## src/rtl/tt_pkg.sv

```systemverilog
// Shared types and constants for the truth-table sweep/capture block.
package tt_pkg;

  localparam int unsigned N_INPUTS = 7;
  localparam int unsigned TT_W     = 2 ** N_INPUTS;

  typedef logic [TT_W-1:0]     tt_t;
  typedef logic [N_INPUTS-1:0] tt_idx_t;

  typedef enum logic [2:0] {
    StIdle,
    StDrive,
    StWait,
    StSample,
    StCmp
  } tt_state_e;

  // Reference signature of the classified 7-input majority network.
  localparam tt_t TT_MAJ_NET = 128'hfee8eaa8eaa8eaa8eaa8eaa8eaa8e880;

endpackage

```

## src/rtl/tt_first_diff.sv

```systemverilog
// Lowest-set-bit encoder; idx_o is all-ones and none_o is high when vec_i is zero.
module tt_first_diff
  import tt_pkg::*;
(
  input  logic [TT_W-1:0]     vec_i,
  output logic [N_INPUTS-1:0] idx_o,
  output logic                none_o
);

  // Scanning downward lets the lowest set bit win.
  always_comb begin
    idx_o  = '1;
    none_o = 1'b1;
    for (int i = TT_W - 1; i >= 0; i--) begin
      if (vec_i[i]) begin
        idx_o  = N_INPUTS'(i);
        none_o = 1'b0;
      end
    end
  end

endmodule

```

## src/rtl/tt_sweep_capture.sv

```systemverilog
// Sweeps every input vector into a combinational function, captures its truth table and
// compares it with a latched reference signature.
module tt_sweep_capture
  import tt_pkg::*;
#(
  parameter int unsigned SETTLE_CYCLES = 1
) (
  input  logic                clk,
  input  logic                rst_n,
  input  logic                start,
  input  logic                abort,
  input  logic [TT_W-1:0]     expected,
  output logic [N_INPUTS-1:0] x,
  input  logic                f_in,
  output logic                busy,
  output logic                done,
  output logic [TT_W-1:0]     truth_table,
  output logic                match,
  output logic [N_INPUTS-1:0] mismatch_idx
);

  localparam logic [N_INPUTS:0] LastIdx = (N_INPUTS + 1)'(TT_W - 1);
  localparam logic [N_INPUTS:0] IdxOne  = (N_INPUTS + 1)'(1);
  localparam logic [3:0]        Settle  = 4'(SETTLE_CYCLES);

  tt_state_e         state_q, state_d;
  logic [N_INPUTS:0] idx_q, idx_d;
  logic [3:0]        cnt_q, cnt_d;
  tt_idx_t           x_q, x_d;
  tt_t               tt_q, tt_d;
  tt_t               exp_q, exp_d;
  logic              match_q, match_d;
  tt_idx_t           mis_q, mis_d;

  tt_t               tt_sampled;
  tt_idx_t           diff_idx;
  logic              diff_none;
  logic              busy_w;

  // f_in only reaches state through this path, and only in StSample.
  always_comb begin
    tt_sampled = tt_q;
    tt_sampled[idx_q[N_INPUTS-1:0]] = f_in;
  end

  tt_first_diff u_first_diff (
    .vec_i  (tt_sampled ^ exp_q),
    .idx_o  (diff_idx),
    .none_o (diff_none)
  );

  assign busy_w = (state_q == StDrive) || (state_q == StWait) || (state_q == StSample);

  always_comb begin
    state_d = state_q;
    idx_d   = idx_q;
    cnt_d   = cnt_q;
    x_d     = x_q;
    tt_d    = tt_q;
    exp_d   = exp_q;
    match_d = match_q;
    mis_d   = mis_q;

    unique case (state_q)
      StIdle: begin
        if (start && !abort) begin
          state_d = StDrive;
          idx_d   = '0;
          exp_d   = expected;
          tt_d    = '0;
          match_d = 1'b0;
          mis_d   = '1;
        end
      end
      StDrive: begin
        x_d     = idx_q[N_INPUTS-1:0];
        cnt_d   = Settle;
        state_d = (Settle == 4'd0) ? StSample : StWait;
      end
      StWait: begin
        cnt_d = cnt_q - 4'd1;
        if (cnt_q <= 4'd1) state_d = StSample;
      end
      StSample: begin
        tt_d = tt_sampled;
        if (idx_q == LastIdx) begin
          state_d = StCmp;
          match_d = diff_none;
          mis_d   = diff_idx;
        end else begin
          idx_d   = idx_q + IdxOne;
          state_d = StDrive;
        end
      end
      StCmp: state_d = StIdle;
      default: state_d = StIdle;
    endcase

    // Abort keeps the partial capture; the in-flight sample is dropped.
    if (busy_w && abort) begin
      state_d = StIdle;
      x_d     = '0;
      tt_d    = tt_q;
      match_d = 1'b0;
      mis_d   = mis_q;
    end
  end

  always_ff @(posedge clk or negedge rst_n) begin
    if (!rst_n) begin
      state_q <= StIdle;
      idx_q   <= '0;
      cnt_q   <= '0;
      x_q     <= '0;
      tt_q    <= '0;
      exp_q   <= '0;
      match_q <= 1'b0;
      mis_q   <= '1;
    end else begin
      state_q <= state_d;
      idx_q   <= idx_d;
      cnt_q   <= cnt_d;
      x_q     <= x_d;
      tt_q    <= tt_d;
      exp_q   <= exp_d;
      match_q <= match_d;
      mis_q   <= mis_d;
    end
  end

  assign x            = x_q;
  assign busy         = busy_w;
  assign done         = (state_q == StCmp);
  assign truth_table  = tt_q;
  assign match        = match_q;
  assign mismatch_idx = mis_q;

endmodule

```

## config.mk

```make
export PLATFORM = sky130hd
export DESIGN_NAME = tt_sweep_capture
export DESIGN_NICKNAME = d
export VERILOG_FILES = /design/src/rtl/tt_pkg.sv /design/src/rtl/tt_first_diff.sv /design/src/rtl/tt_sweep_capture.sv
export SDC_FILE = /design/constraint.sdc
export NUM_CORES = 1
export LEC_CHECK = 0
export ABC_AREA = 1
export BUFFER_PORTS_ARGS = -buffer_cell sky130_fd_sc_hd__buf_2
export CAP_MARGIN = 5
export CORE_ASPECT_RATIO = 0.9
export CORE_MARGIN = 10
export CORE_UTILIZATION = 43
export CTS_BUF_LIST = sky130_fd_sc_hd__clkbuf_4 sky130_fd_sc_hd__clkbuf_8
export DETAILED_ROUTE_END_ITERATION = 8
export SLEW_MARGIN = 20
export SYNTH_ARGS = -nofsm -noshare
export SYNTH_HDL_FRONTEND = slang
export SYNTH_SLANG_ARGS = --single-unit
```

## constraint.sdc

```tcl
create_clock -name clk -period 15.9 [get_ports clk]
set_clock_uncertainty 0.05 [all_clocks]
set_input_delay 2.385 -clock clk [delete_from_list [all_inputs] [get_ports clk]]
set_output_delay 2.385 -clock clk [all_outputs]
set_load 0.01 [all_outputs]
```

After elaboration in Yosys (flattened, before gate mapping)
Index checks and enable logic that the tools add are counted.
{"block": "word_totals", "output_inout_bits": 145, "word_cells": 321, "ff_bits": 286}
{"block": "op_classes", "n_lt_le_gt_ge": 3, "n_bitwise": 2, "addsub": 2, "eq_ne": 11, "n_mux": 278, "n_reduce_logical": 17}
{"cell": "$mux 7", "count": 68}
{"cell": "$pmux 128 s2", "count": 1}
{"cell": "$mux 6", "count": 32}
{"cell": "$mux 1", "count": 133}
{"cell": "$bwmux 128", "count": 1}
{"cell": "$mux 128", "count": 1}
{"cell": "$xor 128x128->128", "count": 1}
{"cell": "$mux 5", "count": 16}
{"cell": "$mux 4", "count": 8}
{"cell": "$mux 3", "count": 8}
{"cell": "$mux 8", "count": 2}
{"cell": "$pmux 8 s2", "count": 1}
{"cell": "$pmux 7 s2", "count": 1}
{"cell": "$pmux 3 s4", "count": 1}
{"cell": "$reduce_and 3->1", "count": 3}
{"cell": "$add 8x1->8 const B", "count": 1}
{"cell": "$eq 8x7->1 const B", "count": 1}
{"cell": "$lt 7x8->1 const B", "count": 1}
{"cell": "$pmux 4 s2", "count": 1}
{"cell": "$demux 1 s7", "count": 1}
{"cell": "$ge 7x1->1 const B", "count": 1}
{"cell": "$eq 3x2->1 const B", "count": 2}
{"cell": "$ne 3x1->1 const B", "count": 2}
{"cell": "$reduce_bool 2->1", "count": 3}
{"cell": "17 further kinds", "count": 23}

Depth between registers and ports, before layout
{"block": "logic_depth", "depth_word": 137, "mapped_depth": 134, "depth_no_buf": 134}

By module
Synthesis repeated with hierarchy kept, for this count alone.
{"block": "hier_totals", "hier_cells": 2656, "hier_area_um2": 18067.3}
{"module": "tt_sweep_capture", "seq_area_each_um2": 7165.6, "instances": 1, "cells_each": 2190, "area_each_um2": 15877.7}
{"module": "tt_first_diff", "seq_area_each_um2": 0.0, "instances": 1, "cells_each": 466, "area_each_um2": 2189.6}

Worst setup path after synthesis
Ideal clock, no wire load.
{"block": "synth_timing", "kind": "input to register", "startpoint": "input port f_in", "endpoint": "register mis_q[0], in the netlist mismatch_idx[0]", "path_slack_ns": 7.352, "stages": 132, "arrival_time_ns": 8.410, "path_cell_list": "clkbuf_1 -> inv_1 -> nand3_1 -> nand3_1 -> nand2_1 -> nand2_1 -> nand2_1 -> nand2_1 -> nand2_1 -> nand2_1 -> nand2_1 -> nand2_1 -> nand2_1 -> nand2_1 -> nand2_1 -> nand2_1 -> nand2_1 -> nand2_1 -> (+96 left out) -> nand2_1 -> nand2_1 -> nand2_1 -> nand2_1 -> nand2_1 -> nand2_1 -> nand2_1 -> nand2_1 -> nand2_1 -> nand2_1 -> nand2_1 -> nand2_1 -> nand2_1 -> nand2_1 -> nand2_1 -> nand2_1 -> nand2_1 -> a21oi_2"}
{"block": "synth_between", "elab_chain_len": 131}
{"item": "start: declaration", "line": "tt_sweep_capture.sv:14", "source": "input logic f_in,"}
{"item": "$bwmux 128 (*)", "line": "tt_sweep_capture.sv:43", "source": "tt_sampled[idx_q[N_INPUTS-1:0]] = f_in;"}
{"item": "$xor 128x128->128 (*)", "line": "tt_sweep_capture.sv:47", "source": ".vec_i (tt_sampled ^ exp_q),"}
{"item": "$mux 1", "line": "tt_first_diff.sv:15", "source": "if (vec_i[i]) begin"}
{"item": "$mux 2 (2 in a row)", "line": "tt_first_diff.sv:15"}
{"item": "$mux 3 (4 in a row)", "line": "tt_first_diff.sv:15"}
{"item": "$mux 4 (8 in a row)", "line": "tt_first_diff.sv:15"}
{"item": "$mux 5 (16 in a row)", "line": "tt_first_diff.sv:15"}
{"item": "$mux 6 (32 in a row)", "line": "tt_first_diff.sv:15"}
{"item": "$mux 7 (63 in a row)", "line": "tt_first_diff.sv:15"}
{"item": "$mux 7 (*)", "line": "tt_first_diff.sv:15"}
{"item": "$mux 7 (*)", "line": "tt_sweep_capture.sv:86", "source": "if (idx_q == LastIdx) begin"}
{"item": "$pmux 7 s2 (*)", "line": "tt_sweep_capture.sv:64", "source": "unique case (state_q)"}
{"item": "end signal: assignment", "line": "tt_sweep_capture.sv:127", "source": "mis_q <= mis_d;"}
{"item": "end: declaration", "line": "tt_sweep_capture.sv:33", "source": "tt_idx_t mis_q, mis_d;"}
Mark *: on every way between the ends. The rest lies on a longest branch, timed or not. The select of a mux whose other input is x is not followed.
A chain may end at the register's enable or synchronous reset.

Final worst setup path
Ends and elaborated chain as after synthesis.

==> results.cfg <==
[sta]
report.final.slew_viol_count = 0
finalCriticalPeriod_ps = 9997
relSlewSlack_pct = 25.36
tns_ps = 0
setup_violations = 0
hold_violations = 0
rsz0062_at_grt = false
post-route-period-util_pct = 62.87
worst_slew_pin_slew_ps = 1115
max_freq_ghz = 0.1000

[power_and_ir_drop]
p_leak_nw = 9.312
p_per_area_nw_per_um2 = 153.0
peakVddDrop_uv = 82.08
sw_frac_of_total_pct = 41.05
clockPowerShare_pct = 25.5
combPwrFrac_pct = 39.9
p_switching_mw = 1.165
p_seq_share_pct = 34.6
power_mw = 2.837
p_int_mw = 1.672

[clock_tree]
cts_tree = built
cts_resized = 0
cts_setup_buffers = 0
clk_latency_ps = 590
path_clk_slew_ps = 60
cts_root_buf = clkbuf_8
htree_levels = 2
hold_buffers = 0
clock_path_buffers = 3
clkSinkCount = 286
cts_buffers = 50

[logic_synthesis]
synthFlopType = dfrtp_1
async_flop_share_pct = 100.0
syn_inst = 2071
ys_seq_area_share_pct = 45.66
synth_top_cell_area_share_pct = 44.49
yosys_warnings = 0
synth_largest_area_cell = dfrtp_1
synth_common_cells = nand2_1 (414), inv_1 (400), dfrtp_1 (279)
yosysUniqueCellTypes = 38
yosysMostFrequentCell = nand2_1
yosys_register_bits = 286
synthesis.area_um2 = 15690
syn_nets = 2207
avgSynthCellArea_um2 = 7.577
synth_top_cells_by_area = dfrtp_1 (44%), nand2_1 (9.9%), inv_1 (9.6%), xor2_1 (6.9%), o22ai_1 (5.1%)
synth-edff-count = 0

[layout]
post-route-cell-area_um2 = 18550
final_nets = 2444
diodes = 0
drive_gt1_share_pct = 17.78
areaGrowthSynthToFinish_pct = 18.18

[worst_setup_path]
crit_slowest_cell = buf_4
crit_top_cell = nand2_1
r2r_slack_ps = 7670
cp-start-kind = primary input
rr_startpoint = idx_q[0]
arrival_ps = 10430
cp_slowest_stage_delay_ps = 750
crit_type = primary input to register
cp-end-kind = register
r2r_end = mismatch_idx[0]
cp-startpoint = f_in
cp_max_fo = 73
crit_end = mismatch_idx[0]
crit_required_ps = 16330
r2r_cells = 134

[drt]
num_vias = 14540
ant_nets = 0
wire_per_inst_um = 18.03
drt-pass1-iter-count = 5
wirelength_um = 50870
drtIter0Drc = 1076
via_per_inst = 5.153
drc = 0

[floorplan]
initial_core_util_pct = 43.49
ios = 278
dieWidth_um = 221.4
dieArea_um2 = 44550
die_h_um = 201.2
rows = 66
coreArea_um2 = 36090

[hold_path]
min_path_type = register to register
worstHoldPathCells = 1

[global_routing]
grt_pass1_wl_um = 80190
grt_antenna_before_repair = 0
overflow = 0
grt_start_max_net_pins = 149
grt_usage_pct = 22.19
grt_pass1_vias = 14310

[place]
place_congestion = 0.8231
dpl-instance-area_um2 = 17460
dp_hpwl_um = 35580
portBuffers = 277

[status]
status = finished, final reports clean

[flow_run]
maxCapViolations = 0
[cells by family (layout without fill, tap and decap cells)]
family                   count (synthesis)  in the layout  share of synthesized area, %
XOR/XNOR                               123            123                         6.865
AND/OR/NAND/NOR                        592            592                         14.82
flip-flops                             286            286                         45.66
multiplexers                             1              1                       0.06379
adder cells (fa/ha/maj)                  3              3                        0.2392
AO/OA/AOI/OAI                          550            550                         19.92
buffers and inverters                  516            790                         12.43
[state kept, by name (all words and copies together) (netlist names)]
signal and count:
exp_q 128, truth_table 128, idx_q 8, mismatch_idx 7, x 7, cnt_q 4
state_q 3, match 1
[critical path: cells and delay by family]
kind                   cells  cell delay, ps
AND/OR/NAND/NOR          129            6330
buffers and inverters      3            1470
AO/OA/AOI/OAI              1              50
[stage by stage]
step | hold WS [ps] | instances | util (%) | setup WS (ps)
3_3_place_gp | 409.6 | 2732 | 48.39 | 5349
6_report | 421.3 | 2821 | 51.39 | 5903
5_1_grt | 446.2 | 2821 | 51.39 | 4329
2_1_floorplan | 392.8 | 2071 | - | 7352
3_5_place_dp | 415.1 | 2732 | 48.39 | 5350
4_1_cts | 422.2 | 2821 | 51.38 | 5953
[cell type report]
cell class / count / area (µm²)
timing repair buffer: 296 / 1541
fill: 3587 / 17540
clock buffer: 83 / 1049
multi-input combinational: 1269 / 6636
inverter: 405 / 1528
clock inverter: 6 / 30.03
sequential: 286 / 7166
tap: 476 / 595.6
[worst min path at each step]
stage          startpoint        to  slack (ps)
2_1_floorplan    cnt_q[3]  cnt_q[3]         390
3_3_place_gp     cnt_q[3]  cnt_q[3]         410
3_5_place_dp     cnt_q[3]  cnt_q[3]         420
4_1_cts          cnt_q[3]  cnt_q[3]         420
5_1_grt          cnt_q[3]  cnt_q[3]         450
6_report         cnt_q[3]  cnt_q[3]         420
[power groups by stage]
stage / Combinational, mW / Sequential (mW) / Clock (mW)
after global placement: 1.12 / 0.992 / 0
after detailed placement: 1.13 / 0.996 / 0
after global routing: 1.30 / 1.00 / 0.774
after floorplan: 0.801 / 0.980 / 0
final: 1.13 / 0.983 / 0.723
after CTS: 1.14 / 0.984 / 0.740
[routing by layer]
metal	global-route usage, %	wire [µm]	vias up	part of all wire [%]
met3	4.738	3789	85	7.4
met2	34.33	22590	546	44
met5	0	0	-	0
met1	30.24	22980	6769	45
li1	-	-	7136	-
met4	7.407	1515	0	3.0
[placed cells by master, fill, tap and decap left out, types with 2 or more instances in the layout]
cell	instances
inv_1	399
clkbuf_4	15
inv_2	4
o21bai_1	2
nor2_4	3
ha_1	3
nor3_4	3
a31oi_1	123
buf_4	20
clkbuf_8	68
a21oi_1	141
buf_2	275
nor2_2	3
xor2_1	123
nand2_1	414
o31ai_1	2
nor4_1	4
a2111oi_0	2
o21ai_0	141
nand3_1	22
nor3_1	10
dfstp_2	7
o22ai_1	127
o21ai_2	2
a21oi_2	2
dfrtp_1	279
clkinv_2	6
nor2_1	128
No activity file was read; power rests on OpenSTA's default activity.
